[src/rtl/smbs_frame_ctrl_if.sv]
// Signal bundle between the serial stream source/consumers and the frame sequencer.
interface smbs_frame_ctrl_if #(
    parameter int PORT_W = 4,
    parameter int LINE_W = 2,
    parameter int SIZE_W = 6
);
    logic              serIn;
    logic              address_en;
    logic              size_en;
    logic              send_en;
    logic [PORT_W-1:0] port;
    logic [LINE_W-1:0] line;
    logic [SIZE_W-1:0] size;
    logic              busy;
    logic              frame_done;

    modport master (
        output serIn,
        input  address_en, size_en, send_en, port, line, size, busy, frame_done
    );

    modport slave (
        input  serIn,
        output address_en, size_en, send_en, port, line, size, busy, frame_done
    );
endinterface

[src/rtl/smbs_frame_ctrl.sv]
// Frame sequencer: detects the start bit, steps through address/size/payload
// phases, latches the decoded header fields and enforces an inter-frame guard gap.
module smbs_frame_ctrl #(
    parameter int PORT_W = 4,
    parameter int LINE_W = 2,
    parameter int SIZE_W = 6,
    parameter int GAP    = 1
) (
    input  logic               clk,
    input  logic               rst,
    smbs_frame_ctrl_if.slave   bus
);
    localparam int AL    = PORT_W + LINE_W;
    localparam int CW_A  = $clog2(AL + 1);
    localparam int CW_G  = $clog2(GAP + 1);
    localparam int CW_AG = (CW_A > CW_G) ? CW_A : CW_G;
    localparam int CNT_W = (SIZE_W > CW_AG) ? SIZE_W : CW_AG;

    localparam logic [CNT_W-1:0] ADDR_LAST = CNT_W'(AL - 1);
    localparam logic [CNT_W-1:0] SIZE_LAST = CNT_W'(SIZE_W - 1);
    localparam logic [CNT_W-1:0] GAP_LAST  = CNT_W'(GAP);

    typedef enum logic [2:0] {
        IDLE,
        ADDR,
        SIZE,
        PAYLOAD,
        GUARD
    } state_e;

    state_e            state_q;
    logic [CNT_W-1:0]  cnt_q;
    logic [AL-1:0]     addr_sh_q;
    logic [SIZE_W-1:0] size_sh_q;
    logic [AL-1:0]     addr_d;
    logic [SIZE_W-1:0] size_d;
    logic [PORT_W-1:0] port_q;
    logic [LINE_W-1:0] line_q;
    logic [SIZE_W-1:0] size_q;
    logic              address_en_q;
    logic              size_en_q;
    logic              send_en_q;
    logic              busy_q;
    logic              frame_done_q;

    // Shadow value including the bit currently on serIn, so the last bit lands in the load.
    assign addr_d = AL'({addr_sh_q, bus.serIn});
    assign size_d = SIZE_W'({size_sh_q, bus.serIn});

    always_ff @(posedge clk) begin
        if (state_q == ADDR) addr_sh_q <= addr_d;
        if (state_q == SIZE) size_sh_q <= size_d;
    end

    always_ff @(posedge clk) begin
        if (rst) begin
            state_q      <= IDLE;
            cnt_q        <= '0;
            port_q       <= '0;
            line_q       <= '0;
            size_q       <= '0;
            address_en_q <= 1'b0;
            size_en_q    <= 1'b0;
            send_en_q    <= 1'b0;
            busy_q       <= 1'b0;
            frame_done_q <= 1'b0;
        end else begin
            frame_done_q <= 1'b0;
            case (state_q)
                IDLE: begin
                    if (!bus.serIn) begin
                        state_q      <= ADDR;
                        cnt_q        <= '0;
                        address_en_q <= 1'b1;
                        busy_q       <= 1'b1;
                    end
                end
                ADDR: begin
                    if (cnt_q == ADDR_LAST) begin
                        {port_q, line_q} <= addr_d;
                        state_q          <= SIZE;
                        cnt_q            <= '0;
                        address_en_q     <= 1'b0;
                        size_en_q        <= 1'b1;
                    end else begin
                        cnt_q <= cnt_q + 1'b1;
                    end
                end
                SIZE: begin
                    if (cnt_q == SIZE_LAST) begin
                        size_q    <= size_d;
                        size_en_q <= 1'b0;
                        if (size_d != '0) begin
                            state_q   <= PAYLOAD;
                            cnt_q     <= CNT_W'(1);
                            send_en_q <= 1'b1;
                        end else begin
                            frame_done_q <= 1'b1;
                            if (GAP > 0) begin
                                state_q <= GUARD;
                                cnt_q   <= CNT_W'(1);
                            end else begin
                                state_q <= IDLE;
                                cnt_q   <= '0;
                                busy_q  <= 1'b0;
                            end
                        end
                    end else begin
                        cnt_q <= cnt_q + 1'b1;
                    end
                end
                PAYLOAD: begin
                    if (cnt_q == CNT_W'(size_q)) begin
                        send_en_q    <= 1'b0;
                        frame_done_q <= 1'b1;
                        if (GAP > 0) begin
                            state_q <= GUARD;
                            cnt_q   <= CNT_W'(1);
                        end else begin
                            state_q <= IDLE;
                            cnt_q   <= '0;
                            busy_q  <= 1'b0;
                        end
                    end else begin
                        cnt_q <= cnt_q + 1'b1;
                    end
                end
                GUARD: begin
                    if (cnt_q == GAP_LAST) begin
                        state_q <= IDLE;
                        cnt_q   <= '0;
                        busy_q  <= 1'b0;
                    end else begin
                        cnt_q <= cnt_q + 1'b1;
                    end
                end
                default: begin
                    state_q      <= IDLE;
                    cnt_q        <= '0;
                    address_en_q <= 1'b0;
                    size_en_q    <= 1'b0;
                    send_en_q    <= 1'b0;
                    busy_q       <= 1'b0;
                end
            endcase
        end
    end

    assign bus.address_en = address_en_q;
    assign bus.size_en    = size_en_q;
    assign bus.send_en    = send_en_q;
    assign bus.port       = port_q;
    assign bus.line       = line_q;
    assign bus.size       = size_q;
    assign bus.busy       = busy_q;
    assign bus.frame_done = frame_done_q;
endmodule

[src/flat_wrapper.sv]
// flat-port wrapper written by rule: the top's interface ports become plain ports
module smbs_frame_ctrl_flat 
#(
    parameter int PORT_W = 4,
    parameter int LINE_W = 2,
    parameter int SIZE_W = 6,
    parameter int GAP    = 1
)
  (clk, rst, bus_serIn, bus_address_en, bus_size_en, bus_send_en, bus_port, bus_line, bus_size, bus_busy, bus_frame_done);
  smbs_frame_ctrl_if #(.PORT_W(PORT_W), .LINE_W(LINE_W), .SIZE_W(SIZE_W)) bus_i ();
  input  logic clk;
  input  logic rst;
  input wire logic [$bits(bus_i.serIn)-1:0] bus_serIn;
  output wire logic [$bits(bus_i.address_en)-1:0] bus_address_en;
  output wire logic [$bits(bus_i.size_en)-1:0] bus_size_en;
  output wire logic [$bits(bus_i.send_en)-1:0] bus_send_en;
  output wire logic [$bits(bus_i.port)-1:0] bus_port;
  output wire logic [$bits(bus_i.line)-1:0] bus_line;
  output wire logic [$bits(bus_i.size)-1:0] bus_size;
  output wire logic [$bits(bus_i.busy)-1:0] bus_busy;
  output wire logic [$bits(bus_i.frame_done)-1:0] bus_frame_done;
  assign bus_i.serIn = bus_serIn;
  assign bus_address_en = bus_i.address_en;
  assign bus_size_en = bus_i.size_en;
  assign bus_send_en = bus_i.send_en;
  assign bus_port = bus_i.port;
  assign bus_line = bus_i.line;
  assign bus_size = bus_i.size;
  assign bus_busy = bus_i.busy;
  assign bus_frame_done = bus_i.frame_done;
  smbs_frame_ctrl #(.PORT_W(PORT_W), .LINE_W(LINE_W), .SIZE_W(SIZE_W), .GAP(GAP)) u_core (.clk(clk), .rst(rst), .bus(bus_i));
endmodule
[config.mk]
export PLATFORM = sky130hd
export DESIGN_NAME = smbs_frame_ctrl_flat
export DESIGN_NICKNAME = d
export VERILOG_FILES = /design/src/rtl/smbs_frame_ctrl_if.sv /design/src/rtl/smbs_frame_ctrl.sv /design/src/flat_wrapper.sv
export SDC_FILE = /design/constraint.sdc
export NUM_CORES = 1
export LEC_CHECK = 0
export ABC_AREA = 1
export BUFFER_PORTS_ARGS = -buffer_cell sky130_fd_sc_hd__buf_2
export CAP_MARGIN = 20
export CORE_MARGIN = 10
export CORE_UTILIZATION = 60
export DETAILED_ROUTE_END_ITERATION = 12
export PLACE_DENSITY = 0.94
export SLEW_MARGIN = 20
export SYNTH_ARGS = -nofsm -noshare
export SYNTH_HDL_FRONTEND = slang
export SYNTH_SLANG_ARGS = --single-unit
[constraint.sdc]
create_clock -name clk -period 2.3 [get_ports clk]
set_input_delay 0.115 -clock clk [delete_from_list [all_inputs] [get_ports clk]]
set_output_delay 0.115 -clock clk [all_outputs]
set_load 0.03 [all_outputs]
== Word-level counts from Yosys, hierarchy flattened ==
Index checks and enable logic that the tools add are counted.

* Input bits: 3
* Word-level logic and storage cells: 71
* Register bits after elaboration: 36
* Output and inout port bits: 17

* Multiplexer cells: 28
* Equal/unequal tests: 13
* Add/subtract/negate cells: 1
* Bitwise gates (word level): 4
* Reductions and logical operators: 13

{| class="wikitable"
|+ Operators with widths
! kind !! number
|-
| 2-to-1 mux 6 bit || 5
|-
| case mux 6 bit (5 select lines) || 1
|-
| 2-to-1 mux 3 bit || 6
|-
| case mux 3 bit (5 select lines) || 1
|-
| case mux 1 bit (3 select lines) || 4
|-
| OR reduction 3 bit || 4
|-
| 2-to-1 mux 1 bit || 10
|-
| AND reduction 3 bit || 3
|-
| != test 2 bit, second input constant || 4
|-
| adder 6 x 1 -> 6 bit, second input constant || 1
|-
| == test 3 x 2 -> 1 bit, second input constant || 2
|-
| == test 6 x 1 -> 1 bit, second input constant || 1
|-
| == test 6 x 3 -> 1 bit, second input constant || 1
|-
| == test 6 bit || 1
|-
| nonzero test 6 bit || 1
|-
| AND reduction 5 bit || 1
|-
| != test 2 x 1 -> 1 bit, second input constant || 2
|-
| inverter 1 bit || 4
|-
| AND reduction 2 bit || 2
|-
| AND reduction 4 bit || 1
|-
| == test 3 x 1 -> 1 bit, second input constant || 1
|-
| == test 3 bit, second input constant || 1
|-
| zero test 3 bit || 1
|-
| case mux 1 bit (2 select lines) || 1
|}

== Depth between registers and ports, before layout ==
Gate-level depths: netlist of the first run.

* Depth after elaboration: 4
* Gate-level depth with buffers: 13
* Mapped depth without buffers: 13

== Least setup slack after synthesis of the first run ==
No wires, ideal clock.

* Kind: reg-to-reg
* Start point: reg u_core.cnt_q[1]
* End point: reg u_core.cnt_q[0]
* Arrival time: 1.314 ns
* Period minus slack after synthesis: 1.423 ns
* Required time: 2.191 ns
* Path buffers: 0
* Setup time: 0.109 ns
* Setup slack: 0.877 ns
* Cell stages (with the launch flop): 13
* Path through: dfxtp_1 > inv_1 > ha_1 > nand2_1 > clkinv_1 > nand3_4 > inv_1 > o21ai_0 > nand2_1 > nor2_1 > nand2_1 > nand2_1 > inv_1

* Cells in the longest elaborated chain, start to end: 3
* Elaborated cells on any way between the ends: 8
* Those cells by class: 3 x eq/ne; 5 x mux

{| class="wikitable"
|+ Ends and longest elaborated chain
! element !! RTL line !! text
|-
| from (decl) || smbs_frame_ctrl.sv:32 || <nowiki>logic [CNT_W-1:0] cnt_q;</nowiki>
|-
| from (signal assigned) || smbs_frame_ctrl.sv:86 || <nowiki>cnt_q <= cnt_q + 1'b1;</nowiki>
|-
| from (signal assigned) || smbs_frame_ctrl.sv:109 || <nowiki>cnt_q <= cnt_q + 1'b1;</nowiki>
|-
| from (signal assigned) || smbs_frame_ctrl.sv:125 || <nowiki>cnt_q <= cnt_q + 1'b1;</nowiki>
|-
| == test 6 x 1 -> 1 bit, or another cell as far along || smbs_frame_ctrl.sv:129 || <nowiki>if (cnt_q == GAP_LAST) begin</nowiki>
|-
| 2-to-1 mux 6 bit (on tied branches) || -- ||
|-
| case mux 6 bit (5 select lines) (*) || smbs_frame_ctrl.sv:69 || <nowiki>case (state_q)</nowiki>
|}

Mark *: on every way between the ends. The rest lies on a longest branch, timed or not.
A chain may end at the register's enable or synchronous reset.

== Worst setup path after layout of the first run ==
Same ends and word-level chain as after synthesis.

==> results of run 1 <==
[per-stage QoR]
step	cells	cell area (um^2)	total power, mW
2_1_floorplan	216	1700	1.47
3_3_place_gp	264	1830	1.62
3_5_place_dp	264	1830	1.64
4_1_cts	272	1900	2.08
5_1_grt	272	1900	2.23
6_report	272	1900	2.07
[layer usage]
| layer | track usage [%] | vias up | wire length, um |
|---|---|---|---|
| met5 | 0 | - | 0 |
| met1 | 17.4 | 661 | 1560 |
| met2 | 23.9 | 46 | 1730 |
| met3 | 6.19 | 8 | 308 |
| li1 | - | 736 | - |
| met4 | 6.63 | 0 | 63 |
[kinds of logic (layout without fill, tap and decap cells)]
group,count (synthesis),after routing,share of synthesized area (%)
buf+inv,37,62,8.37
flops,36,36,48.2
xor+xnor,1,1,0.514
fa+ha+maj,2,2,1.47
simple gates,103,103,30.3
compound gates,37,37,11.2
[cell usage in the layout, fill, tap and decap left out, types with 2 or more instances in the layout]
cell type,netlist,final
a21oi_1,17,17
buf_2,0,19
clkbuf_4,1,5
dfxtp_1,26,26
edfxtp_1,10,10
ha_1,2,2
inv_1,28,28
inv_2,6,6
nand2_1,41,41
nand2_2,5,5
nand2_4,3,3
nand3_1,12,12
nand3_4,2,2
nand4_1,3,3
nor2_1,31,31
nor2_4,4,4
o21ai_0,18,18
[synthesized netlist by cell type, drive strengths merged]
master | instances | share of area [%]
nor3 | 1 | 0.95
nand2 | 49 | 13
clkbuf | 1 | 0.44
edfxtp | 10 | 18
clkinv | 1 | 0.22
xor2 | 1 | 0.51
inv | 34 | 7.5
ha | 2 | 1.5
a21oi | 17 | 5.0
nor2 | 36 | 9.8
o211ai | 1 | 0.44
nand4 | 3 | 1.1
dfxtp | 26 | 31
a21o | 1 | 0.44
o21ai | 18 | 5.3
buf | 1 | 0.22
nand3 | 14 | 5.6
[state kept, by name, summed over array words and instances (netlist names)]
register / flops
u_core.bus.size: 6
u_core.cnt_q: 6
u_core.addr_sh_q: 5
u_core.size_sh_q: 5
u_core.bus.port: 4
u_core.state_q: 3
u_core.bus.line: 2
u_core.bus.address_en: 1
u_core.bus.busy: 1
u_core.bus.frame_done: 1
u_core.bus.send_en: 1
u_core.bus.size_en: 1
[final timing paths]
check                                          start                                 end  slack, ps
hold / removal                                   rst        u_core.cnt_q[1]$_SDFFE_PP0N_         50
setup / recovery        u_core.cnt_q[1]$_SDFFE_PP0N_        u_core.cnt_q[0]$_SDFFE_PP0N_        650
hold reg to reg   u_core.bus.address_en$_SDFFE_PP0P_  u_core.bus.address_en$_SDFFE_PP0P_        470
setup reg to reg        u_core.cnt_q[1]$_SDFFE_PP0N_        u_core.cnt_q[0]$_SDFFE_PP0N_        650
[area by class of cell]
| class | instances | area (um^2) | share of cell area [%] |
|---|---|---|---|
| Sequential cell | 36 | 821 | 43.1 |
| Multi-Input combinational cell | 143 | 741 | 38.9 |
| Inverter | 35 | 131 | 6.90 |
| Timing Repair Buffer | 19 | 95.1 | 5.00 |
| Clock buffer | 6 | 41.3 | 2.17 |
| Tap cell | 31 | 38.8 | 2.04 |
| Clock inverter | 2 | 35.0 | 1.84 |
[power by group]
group | total [mW] | switching [mW] | internal, mW
logic | 0.784 | 0.534 | 0.250
clock network | 0.442 | 0.214 | 0.228
registers | 0.845 | 0.0722 | 0.773
==> flow_summary_export.csv, run 1 <==
group,metric,value,unit
outcome,outcome,"complete, no violations",
place,dp_slack,683,ps
floorplanning,die_y,73.3,um
synthesis,yosysWarnings,0,
setup_path,cp_cell_sequence,"inv_1, ha_1, nand2_1, clkinv_1, nand3_4, inv_1, o21ai_0, nand2_1, nor2_1, nand2_1, nand2_1, inv_1",
synthesis,yosysSeqAreaShare,48.2,%
power,cellLeakagePower,0.915,nW
cells_and_area,drive_gt1_share,19.9,%
synthesis,netlist_area,0.00170,mm^2
cts,root_buffer,"clkbuf_4",
setup_path,ff2ff_path_depth,12,
detailed_routing,wl,3660,um
power,power_density,1090,mW/mm^2
grt,antenna_found_initial,0,
setup_path,critPathLaunchType,"flop",
timing,tightest_slew,570,ps
synthesis,synth.distinct_cells,23,
setup_path,crit_path_end_kind,"flop",
cells_and_area,fillers,229,
floorplanning,core_area,0.00273,mm^2
setup_path,max_stage_delay,420,ps
job,drv_cap,0,
synthesis,ys_ff_latch,36,
timing,setup_violations,0,
synthesis,syn-num-nets,221,
detailed_routing,wl_per_cell,13.5,um
cells_and_area,finalNetCount,245,
detailed_routing,vias_per_cell,5.33,
setup_path,critPathKind,"reg -> reg",
grt,grt_pass1_vias,1456,
cts,postCtsResizedCells,0,
timing,hold_viol,0,
setup_path,cp_top_family,"simple AND/OR/NAND/NOR gates",
cts,clkTransAtPathRegs,110,ps
floorplanning,start_util,62.3,%
setup_path,crit_top_cell,"nand2_1",
setup_path,cp_num_buf_inv,4,
cts,cts_sinks,36,
setup_path,critical_path_required,2560,ps
floorplanning,die_x,73.3,um
timing,grt_setup_unrepaired,"false",
timing,post-route-period-util,71.6,%
timing,layout_setup_ws,654,ps
cts,h-tree-depth,2,
cells_and_area,area_growth,11.7,%
cts,insertion_delay,350,ps
timing,clock.fmax,608,MHz
place,port_buffers,19,
cts,cts_buffers,5,
detailed_routing,drt_iter0_markers,116,
setup_path,cp.arrival,1900,ps
worst_hold_path,whs_path_depth,2,
cts,ctsHoldBuffers,0,
power,ir_drop,0.000921,V
grt,track_usage,15.0,%
cells_and_area,num_antenna_cells,0,
detailed_routing,drc_errors,0,
floorplanning,rows,19,
detailed_routing,vias,1451,
setup_path,worst-path-stages,12,
timing,fin_crit,1650,ps
cells_and_area,post-route-util,69.6,%
synthesis,syn_avg_cell_area,7.89,um^2
place,gp_congestion,1.01,
floorplanning,die-area,0.00537,mm^2
synthesis,synth_cells,216,
grt,grt_pass1_wl,6440,um
timing,whs,50.1,ps
timing,clock-skew-final,4.65,ps
timing,max_slew_margin,62.0,%
cts,cts_setup_buffers,0,
grt,grt_overflow,0,
floorplanning,ios,20,
detailed_routing,firstDrtPassIters,4,
timing,drv_slew,0,
worst_hold_path,hold_class,"in -> reg",
setup_path,slowest_stage,"dfxtp_1",
grt,grt_max_degree,21,
setup_path,path_max_fanout,5,
cts,cts_buffer_depth,2,
place,hpwl,2770,um
cts,cts_tree,"built",
detailed_routing,antenna_left,0,
timing,setup_tns,0,ps
No activity file was read; power rests on OpenSTA's default activity.
==> run 2: changes to the inputs <==
--- a/config.mk
+++ b/config.mk
@@ -9,9 +9,9 @@
 export BUFFER_PORTS_ARGS = -buffer_cell sky130_fd_sc_hd__buf_2
 export CAP_MARGIN = 20
 export CORE_MARGIN = 10
-export CORE_UTILIZATION = 60
+export CORE_UTILIZATION = 51
 export DETAILED_ROUTE_END_ITERATION = 12
-export PLACE_DENSITY = 0.94
+export PLACE_DENSITY = 0.86
 export SLEW_MARGIN = 20
 export SYNTH_ARGS = -nofsm -noshare
 export SYNTH_HDL_FRONTEND = slang
==> constraint.sdc (replaced) <==
create_clock -name clk -period 1.4 [get_ports clk]
set_input_delay 0.07 -clock clk [delete_from_list [all_inputs] [get_ports clk]]
set_output_delay 0.07 -clock clk [all_outputs]
set_load 0.03 [all_outputs]
==> run 2 against run 1 <==
The flow now finishes with violations (negative setup slack). Total power increased by 80%. Via count up 7.9%. Global-route usage decreased by 1.1 points. Clock power increased by 25%. Sequential power is 64% higher. Non-clock buffer count up 28. Utilization increased by 0.47 points. Die area is 13% higher. Critical path depth is 2 lower. Largest power group is now combinational logic. Combinational power rose by 130%.
==> flow_summary_export.csv, run 2 (synthesis results as in run 1) <==
group,metric,value,unit
place,hpwl,2940,um
cells_and_area,area_growth,28.6,%
timing,drv_slew,0,
floorplanning,rows,20,
outcome,outcome,"finished with violations",
setup_path,cp_top_family,"buffers and inverters",
timing,clock.fmax,674,MHz
timing,clock-skew-final,10.3,ps
detailed_routing,antenna_left,0,
place,dp.cells,299,
power,clockPowerShare,14.8,%
grt,track_usage,13.9,%
place,dp_slack,-86.2,ps
setup_path,critPathLaunchType,"flop",
setup_path,max_stage_delay,340,ps
floorplanning,die_y,77.8,um
cts,cts_buffer_depth,2,
cells_and_area,drive_gt1_share,35.3,%
detailed_routing,wl_per_cell,12.9,um
floorplanning,die-area,0.00605,mm^2
detailed_routing,vias,1565,
cells_and_area,final_cell_mix,"nand2_1, nor2_1, inv_1",
cts,cts_buffers,5,
power,pwr-share-comb,47.9,%
cts,root_buffer,"clkbuf_4",
detailed_routing,firstDrtPassIters,4,
setup_path,crit_path_end_kind,"flop",
setup_path,cp.arrival,1780,ps
power,ir_drop,0.00139,V
power,seqPwrFrac,37.3,%
power,p_switching,1.54,mW
power,cellLeakagePower,1.05,nW
floorplanning,ios,20,
job,drv_cap,0,
setup_path,cp_cell_sequence,"inv_2, ha_4, nand2_2, clkinv_2, nand3_4, buf_4, nor2_4, buf_6, o21ai_0, nor2_1",
timing,max_slew_margin,66.8,%
setup_path,slowest_stage,"dfxtp_2",
cells_and_area,layout_commonest_cell,"nand2_1",
floorplanning,start_util,54.5,%
power,power_density,1700,mW/mm^2
grt,grt_pass1_wl,6750,um
timing,tightest_slew,498,ps
setup_path,critical_path_required,1700,ps
detailed_routing,wl,4050,um
timing,fin_crit,1480,ps
cells_and_area,fillers,231,
setup_path,critPathKind,"reg -> reg",
grt,grt_pass1_vias,1502,
timing,setup_tns,-623,ps
power,p_sw_share,41.3,%
power,p_total,3.73,mW
place,port_buffers,19,
cells_and_area,fin_cells,313,
setup_path,reg2reg_slack,-80,ps
power,p_int,2.19,mW
cells_and_area,final_area,0.00219,mm^2
cells_and_area,num_antenna_cells,0,
cts,clkTransAtPathRegs,110,ps
place,gp_congestion,0.896,
grt,grt_max_degree,19,
detailed_routing,drt_iter0_markers,69,
detailed_routing,drc_errors,0,
timing,grt_setup_unrepaired,"true",
setup_path,path_max_fanout,5,
setup_path,cp_num_buf_inv,4,
grt,antenna_found_initial,0,
outcome,violations,"negative setup slack",
detailed_routing,vias_per_cell,5.00,
cts,cts_sinks,36,
place,place_area,0.00201,mm^2
grt,grt_overflow,0,
cts,h-tree-depth,2,
worst_hold_path,hold_class,"reg -> reg",
cts,cts_tree,"built",
floorplanning,die_x,77.8,um
cells_and_area,finalNetCount,273,
cts,insertion_delay,360,ps
floorplanning,core_area,0.00313,mm^2
timing,post-route-period-util,106,%
timing,setup_violations,18,
timing,hold_viol,0,
timing,layout_setup_ws,-83.3,ps
-- run 2: cell types whose count changed in the layout (fill, tap and decap cells not counted), sizes merged --
cell	delta
buf	+26
clkinvlp	+1
bufinv	-1
dlygate4sd3	+2
-- run 2: path summary, 6_finish.rpt --
kind / end / cells after the start / from
min: u_core.addr_sh_q[2]$_DFFE_PP_ / 0 / u_core.addr_sh_q[1]$_DFFE_PP_
max: u_core.bus.line[1]$_SDFFE_PP0P_ / 10 / u_core.cnt_q[1]$_SDFFE_PP0N_
min reg2reg: u_core.addr_sh_q[2]$_DFFE_PP_ / 0 / u_core.addr_sh_q[1]$_DFFE_PP_
max reg2reg: u_core.bus.line[1]$_SDFFE_PP0P_ / 10 / u_core.cnt_q[1]$_SDFFE_PP0N_
-- run 2: stage by stage --
step,hold slack (ps),utilization [%]
after floorplan,132,-
after global placement,342,64.3
after detailed placement,347,64.3
after CTS,459,68.3
after global routing,467,70.1
final,461,70.1
-- run 2: timing repair --
action / in CTS / in global routing
setup buffers: 3 / 1
endpoints found under the setup margin: 19 / 25
gates resized for setup: 12 / 15
hold buffers: 2 / 0
endpoints found under the hold margin: 7 / 0
pin swaps: 11 / 6
-- run 2: power by group through the flow --
stage	Sequential [mW]	Combinational, mW	Clock, mW
floorplan	1.46	0.958	0
global placement	1.40	1.48	0
detailed placement	1.40	1.52	0
CTS	1.39	1.63	0.552
global route	1.41	1.96	0.609
finish	1.39	1.79	0.554
-- run 2: layout make-up --
type	count	area, um^2	area share [%]
clock inverters	2	11.3	0.514
inverters	35	133	6.05
well taps	44	55.1	2.51
flip-flops and latches	36	828	37.8
multi-input cells	143	810	36.9
repair buffers	47	314	14.3
clock buffers	6	41.3	1.88
-- run 2: metal layers --
layer	wire [um]	track usage, %
met1	1690	15.6
met2	2000	23.1
met3	274	5.65
met4	89	5.29
met5	0	0
